<file path="config.mk">
export PLATFORM = sky130hd
export DESIGN_NAME = fetch_stage
export DESIGN_NICKNAME = d
export VERILOG_FILES = /design/src/rtl/fetch_stage_pkg.sv /design/src/rtl/fetch_stage_if_id_reg.sv /design/src/rtl/fetch_stage.sv
export SDC_FILE = /design/constraint.sdc
export NUM_CORES = 1
export LEC_CHECK = 0
export ABC_AREA = 1
export CAP_MARGIN = 10
export CORE_ASPECT_RATIO = 0.75
export CORE_MARGIN = 2
export CORE_UTILIZATION = 43
export CTS_CLUSTER_DIAMETER = 200
export DETAILED_ROUTE_END_ITERATION = 12
export GPL_ROUTABILITY_DRIVEN = 0
export GPL_TIMING_DRIVEN = 1
export PLACE_DENSITY = 0.88
export SLEW_MARGIN = 20
export SYNTH_ARGS = -nofsm -noshare
export SYNTH_HDL_FRONTEND = slang
export SYNTH_SLANG_ARGS = --single-unit
</file>
<file path="constraint.sdc">
create_clock -name clk -period 1.4 [get_ports clk]
set_input_delay 0.28 -clock clk [delete_from_list [all_inputs] [get_ports clk]]
set_output_delay 0.28 -clock clk [all_outputs]
set_load 0.01 [all_outputs]
</file>
<file path="src/rtl/fetch_stage_pkg.sv">
// Shared definitions for the instruction fetch stage: bubble word, system
// instruction encodings that stop fetch, and the fetch FSM state type.
package fetch_stage_pkg;

  localparam logic [31:0] NOP_INST_DEFAULT = 32'h0000_0013;  // addi x0,x0,0
  localparam logic [31:0] ECALL_INST       = 32'h0000_0073;
  localparam logic [31:0] EBREAK_INST      = 32'h0010_0073;

  typedef enum logic {
    RUN  = 1'b0,
    HALT = 1'b1
  } fetch_state_e;

  function automatic logic is_halt_inst(input logic [31:0] inst);
    return (inst == ECALL_INST) || (inst == EBREAK_INST);
  endfunction

endpackage

</file>
<file path="src/rtl/fetch_stage_if_id_reg.sv">
// IF/ID pipeline register. Priority inside one cycle: rst > bubble > hold > load;
// a bubble squashes the instruction but keeps the PC pair for later debug visibility.
module if_id_reg
  import fetch_stage_pkg::*;
#(
  parameter logic [31:0] NOP_INST = NOP_INST_DEFAULT
) (
  input  logic        clk,
  input  logic        rst,
  input  logic        load,
  input  logic        bubble,
  input  logic        hold,
  input  logic [31:0] fetch_pc,
  input  logic [31:0] fetch_pc4,
  input  logic [31:0] fetch_inst,
  output logic [31:0] ifid_pc,
  output logic [31:0] ifid_pc4,
  output logic [31:0] ifid_inst,
  output logic        ifid_valid
);

  always_ff @(posedge clk) begin
    if (rst) begin
      ifid_pc    <= '0;
      ifid_pc4   <= '0;
      ifid_inst  <= NOP_INST;
      ifid_valid <= 1'b0;
    end else if (bubble) begin
      ifid_inst  <= NOP_INST;
      ifid_valid <= 1'b0;
    end else if (load && !hold) begin
      ifid_pc    <= fetch_pc;
      ifid_pc4   <= fetch_pc4;
      ifid_inst  <= fetch_inst;
      ifid_valid <= 1'b1;
    end
  end

endmodule

</file>
<file path="src/rtl/fetch_stage.sv">
// Instruction fetch stage: PC register, next-PC selection, RUN/HALT control
// and issued-instruction counter, feeding the IF/ID register.
module fetch_stage
  import fetch_stage_pkg::*;
#(
  parameter logic [31:0] NOP_INST = NOP_INST_DEFAULT
) (
  input  logic        clk,
  input  logic        rst,
  input  logic        stall,
  input  logic        flush,
  input  logic [31:0] redirect_pc,
  output logic [5:0]  imem_addr,
  input  logic [31:0] imem_data,
  output logic [31:0] pc,
  output logic [31:0] ifid_pc,
  output logic [31:0] ifid_pc4,
  output logic [31:0] ifid_inst,
  output logic        ifid_valid,
  output logic        halted,
  output logic [31:0] fetch_count
);

  fetch_state_e state, next_state;
  logic [31:0]  pc_next, count_next, pc_plus4;
  logic         load, bubble, hold;

  assign pc_plus4  = pc + 32'd4;
  assign imem_addr = pc[7:2];
  assign halted    = (state == HALT);

  // NOTE: every output of this block gets a default first, so no path leaves
  // a signal unassigned and no latch is inferred.
  always_comb begin
    next_state = state;
    pc_next    = pc;
    count_next = fetch_count;
    load       = 1'b0;
    bubble     = 1'b0;
    hold       = 1'b0;
    if (flush) begin
      pc_next    = {redirect_pc[31:2], 2'b00};
      bubble     = 1'b1;
      next_state = RUN;
    end else if (stall) begin
      hold = 1'b1;
    end else if (state == RUN) begin
      load       = 1'b1;
      count_next = fetch_count + 32'd1;
      if (is_halt_inst(imem_data)) begin
        next_state = HALT;  // the system instruction itself still issues
      end else begin
        pc_next = pc_plus4;
      end
    end else begin
      bubble = 1'b1;
    end
  end

  // NOTE: state registers use non-blocking assignments so every flop samples
  // the pre-edge values computed above, independent of statement order.
  always_ff @(posedge clk) begin
    if (rst) begin
      state       <= RUN;
      pc          <= '0;
      fetch_count <= '0;
    end else begin
      state       <= next_state;
      pc          <= pc_next;
      fetch_count <= count_next;
    end
  end

  if_id_reg #(
    .NOP_INST (NOP_INST)
  ) u_if_id_reg (
    .clk        (clk),
    .rst        (rst),
    .load       (load),
    .bubble     (bubble),
    .hold       (hold),
    .fetch_pc   (pc),
    .fetch_pc4  (pc_plus4),
    .fetch_inst (imem_data),
    .ifid_pc    (ifid_pc),
    .ifid_pc4   (ifid_pc4),
    .ifid_inst  (ifid_inst),
    .ifid_valid (ifid_valid)
  );

endmodule

</file>
==> metrics.txt <==
status=complete, but fails checks; failing checks=negative setup slack; core area=17500 um^2; min-delay worst type=in -> reg; worst hold stages=3; Slowest Stage Delay on Critical Path=0.38 ns; Cell Area, Synth=7630 um^2; cts bufs inserted=17; Area growth syn-to-layout=70.5%; synth warn=0; Filler Cells Inserted=1221; fraction of registers with async set or reset after synthesis=0%; Hold Buf Count CTS=0; layout cells sized above 1=35.3%; RSZ-0062 raised after global routing=yes; NumNets Final=1610; DR vias=9741; ys flop type=dfxtp_1; met3 GRT Util=7.57%; Final Max Slew Viols=0; met2 Resource Use GR=47.0%; Final Setup Violations=82; crit path max-delay cell type=dfxtp_4; full die area=18800 um^2; Clock Latency Late Sink=0.43 ns; Post-route DRC=0; largest net degree at the start of global routing=49; Cell Rows=42; leakage=6.29 nW; WP data required=1.74 ns; gr ovfl total=0; grt met1 use=38.6%; register bit total from synthesis=156; dpl hpwl=19300 um; Starting Density=43.6%; xor/xnor share of the synthesized area=0.918%; maximum vdd drop=0.785 mV; vias in the first global route=8649; main combinational cell family by area after synthesis=simple AND/OR/NAND/NOR gates; reg2reg start=pc[3]$_SDFFE_PP0P_; worst reg-to-reg path cell count=10; placed cell count=1713; Die Y=119 um; kind of critical path=reg -> reg; initial antenna violation count=2; ANT nets after route=0; mux cell area share after synthesis=0%; Synth Area in Adders=0.328%; final hold vios=0; Die Wd=158 um; cells after synthesis=1160; RR Endpoint=pc[7]$_SDFFE_PP0P_; crit-path cells=buf_6, nand2_4, nor2_4, buf_6, nand2_4, buf_4, xor2_2, o21ai_1, nand2_1, a21oi_1; GR peak layer=met2; post-synthesis compound-gate area fraction=14.0%; crit path max fanout=3; Cell Area, Placed=11200 um^2; EDFF count, synth=0; CP Launch Type=flip-flop; Min-Delay Endpoint=u_if_id_reg.ifid_inst[24]$_SDFFE_PP0P_; clock sinks=156; Final Cell Area=13000 um^2; clock root buffer master=clkbuf_16; Buf/Inv on CP=3; fin util=74.3%; Tmin final=1.80 ns; Via density=5.43; max-cap violations=0; Final Instance Count excl. Fillers=1795; sequential area share after synthesis=40.9%; CTS clk-pin slew, worst paths=0.06 ns; post-synth cell types=38; Synth Area in Simple Gates=33.2%; final setup margin=-0.396 ns; Clock Tree Buf Depth=2; drt first pass iters=6; worst reg-to-reg setup slack=-0.40 ns; TritonCTS clock tree=built; first-pass GRT wire length=44000 um; final wirelength=32500 um; top cell family by delay on the critical path=buffers and inverters; H-Tree Depth=4; Crit path depth=10; CP arrival=2.14 ns; Pwr Density=894 nW/um^2; gr usage total=29.6%; fin crit share=128%; Syn Area/Cell=6.58 um^2; Worst Setup End Kind=flip-flop; f_max=557 MHz; hold_sp=imem_data[24]; Clock Skew=0.0133 ns; IO Count=236; IO buf count=227; 1st-iter DRT viols=1069; average wire per standard cell=18.1 um
[worst max path at each step]
stage,startpoint,to
2_1_floorplan,fetch_count[1]$_SDFFE_PP0P_,fetch_count[26]$_SDFFE_PP0P_
3_5_place_dp,imem_data[2],pc[15]$_SDFFE_PP0P_
5_1_grt,pc[3]$_SDFFE_PP0P_,pc[7]$_SDFFE_PP0P_
6_report,pc[3]$_SDFFE_PP0P_,pc[7]$_SDFFE_PP0P_
4_1_cts,pc[2]$_SDFFE_PP0P_,pc[28]$_SDFFE_PP0P_
3_3_place_gp,imem_data[31],pc[13]$_SDFFE_PP0P_
[tightest hold or removal path: cells and delay by family]
kind / cells / cell delay [ns]
buf+inv: 1 / 0.09
simple gates: 1 / 0.06
compound gates: 1 / 0.06
[per-stage QoR]
| stage | setup slack [ns] | power (W) | hold slack (ns) | TNS (ns) |
|---|---|---|---|---|
| floorplan | -0.0251 | 0.00557 | 0.407 | -0.0474 |
| global placement | -0.736 | 0.00651 | 0.447 | -62.78 |
| detailed placement | -0.805 | 0.00654 | 0.457 | -64.98 |
| CTS | -0.213 | 0.0114 | 0.230 | -5.11 |
| global route | -0.401 | 0.0120 | 0.134 | -19.70 |
| finish | -0.396 | 0.0116 | 0.111 | -14.27 |
[report_power, final]
part           switching (W)  internal, W
Sequential          0.000147      0.00462
Combinational        0.00101     0.000837
Clock                0.00195      0.00306
Total                0.00310      0.00852
[repair_timing]
action / in CTS / in global routing
pin swaps: 100 / 105
cloned: 1 / 2
buffers inserted: 27 / 32
endpoints found under the setup margin: 235 / 135
resized for setup: 515 / 220
[state kept, by name (all words and copies together) (netlist names)]
signal	flops
fetch_count	32
halted	1
pc	30
u_if_id_reg.ifid_inst	32
u_if_id_reg.ifid_pc	30
u_if_id_reg.ifid_pc4	30
u_if_id_reg.ifid_valid	1
[cells in the final DEF, fill, tap and decap left out, drive strengths merged, types with 2 or more instances in the layout]
cell type,Yosys,final
nand3,51,51
dfxtp,156,156
clkinv,2,6
nand4,7,7
nor3,13,13
o21ai,79,79
conb,1,6
ha,2,2
nand2,344,344
inv,129,130
nor2,178,178
xor2,7,7
buf,40,231
clkbuf,19,34
a31oi,2,2
clkdlybuf4s15,0,21
diode,0,2
a211oi,2,2
a21oi,97,97
nand3b,5,5
clkdlybuf4s50,0,31
nor3b,2,2
o211ai,17,17
dlygate4sd2,0,120
o21a,2,2
bufinv,0,3
[kinds of logic (layout without fill, tap and decap cells)]
group                    count (synthesis)  after routing
XOR/XNOR                                 8              8
AND/OR/NAND/NOR                        602            602
buffers and inverters                  190            576
adder cells (fa/ha/maj)                  2              2
flip-flops                             156            156
AO/OA/AOI/OAI                          201            201
other                                    1              8
[Yosys cell counts, drive strengths merged (5+ instances only)]
cell type / count / area share (%)
nand2: 344 / 17
buf: 40 / 3.1
clkbuf: 19 / 0.93
xor2: 7 / 0.80
o211ai: 17 / 1.7
nor2: 178 / 9.8
nand4: 7 / 0.57
nor3: 13 / 1.4
a21oi: 97 / 6.4
nand3: 51 / 3.3
inv: 129 / 6.4
o21ai: 79 / 5.2
dfxtp: 156 / 41
nand3b: 5 / 0.49
[final cells by class]
class / count / area [um^2] / area share (%)
Tap cell: 242 / 303 / 2.33
Inverter: 131 / 512 / 3.93
Sequential cell: 156 / 3230 / 24.8
Multi-Input combinational cell: 819 / 4640 / 35.7
Antenna cell: 2 / 5.00 / 0.0385
Timing Repair Buffer: 415 / 3690 / 28.4
Clock buffer: 22 / 497 / 3.82
Clock inverter: 8 / 130 / 1.00
[per-layer routing]
metal  share of wire (%)  vias to the layer above
met2                  46                      670
li1                    -                     4415
met5                   0                        -
met4                 4.9                        0
met3                  11                      172
met1                  38                     4484
Note: power is estimated with default switching activity, not from simulation.
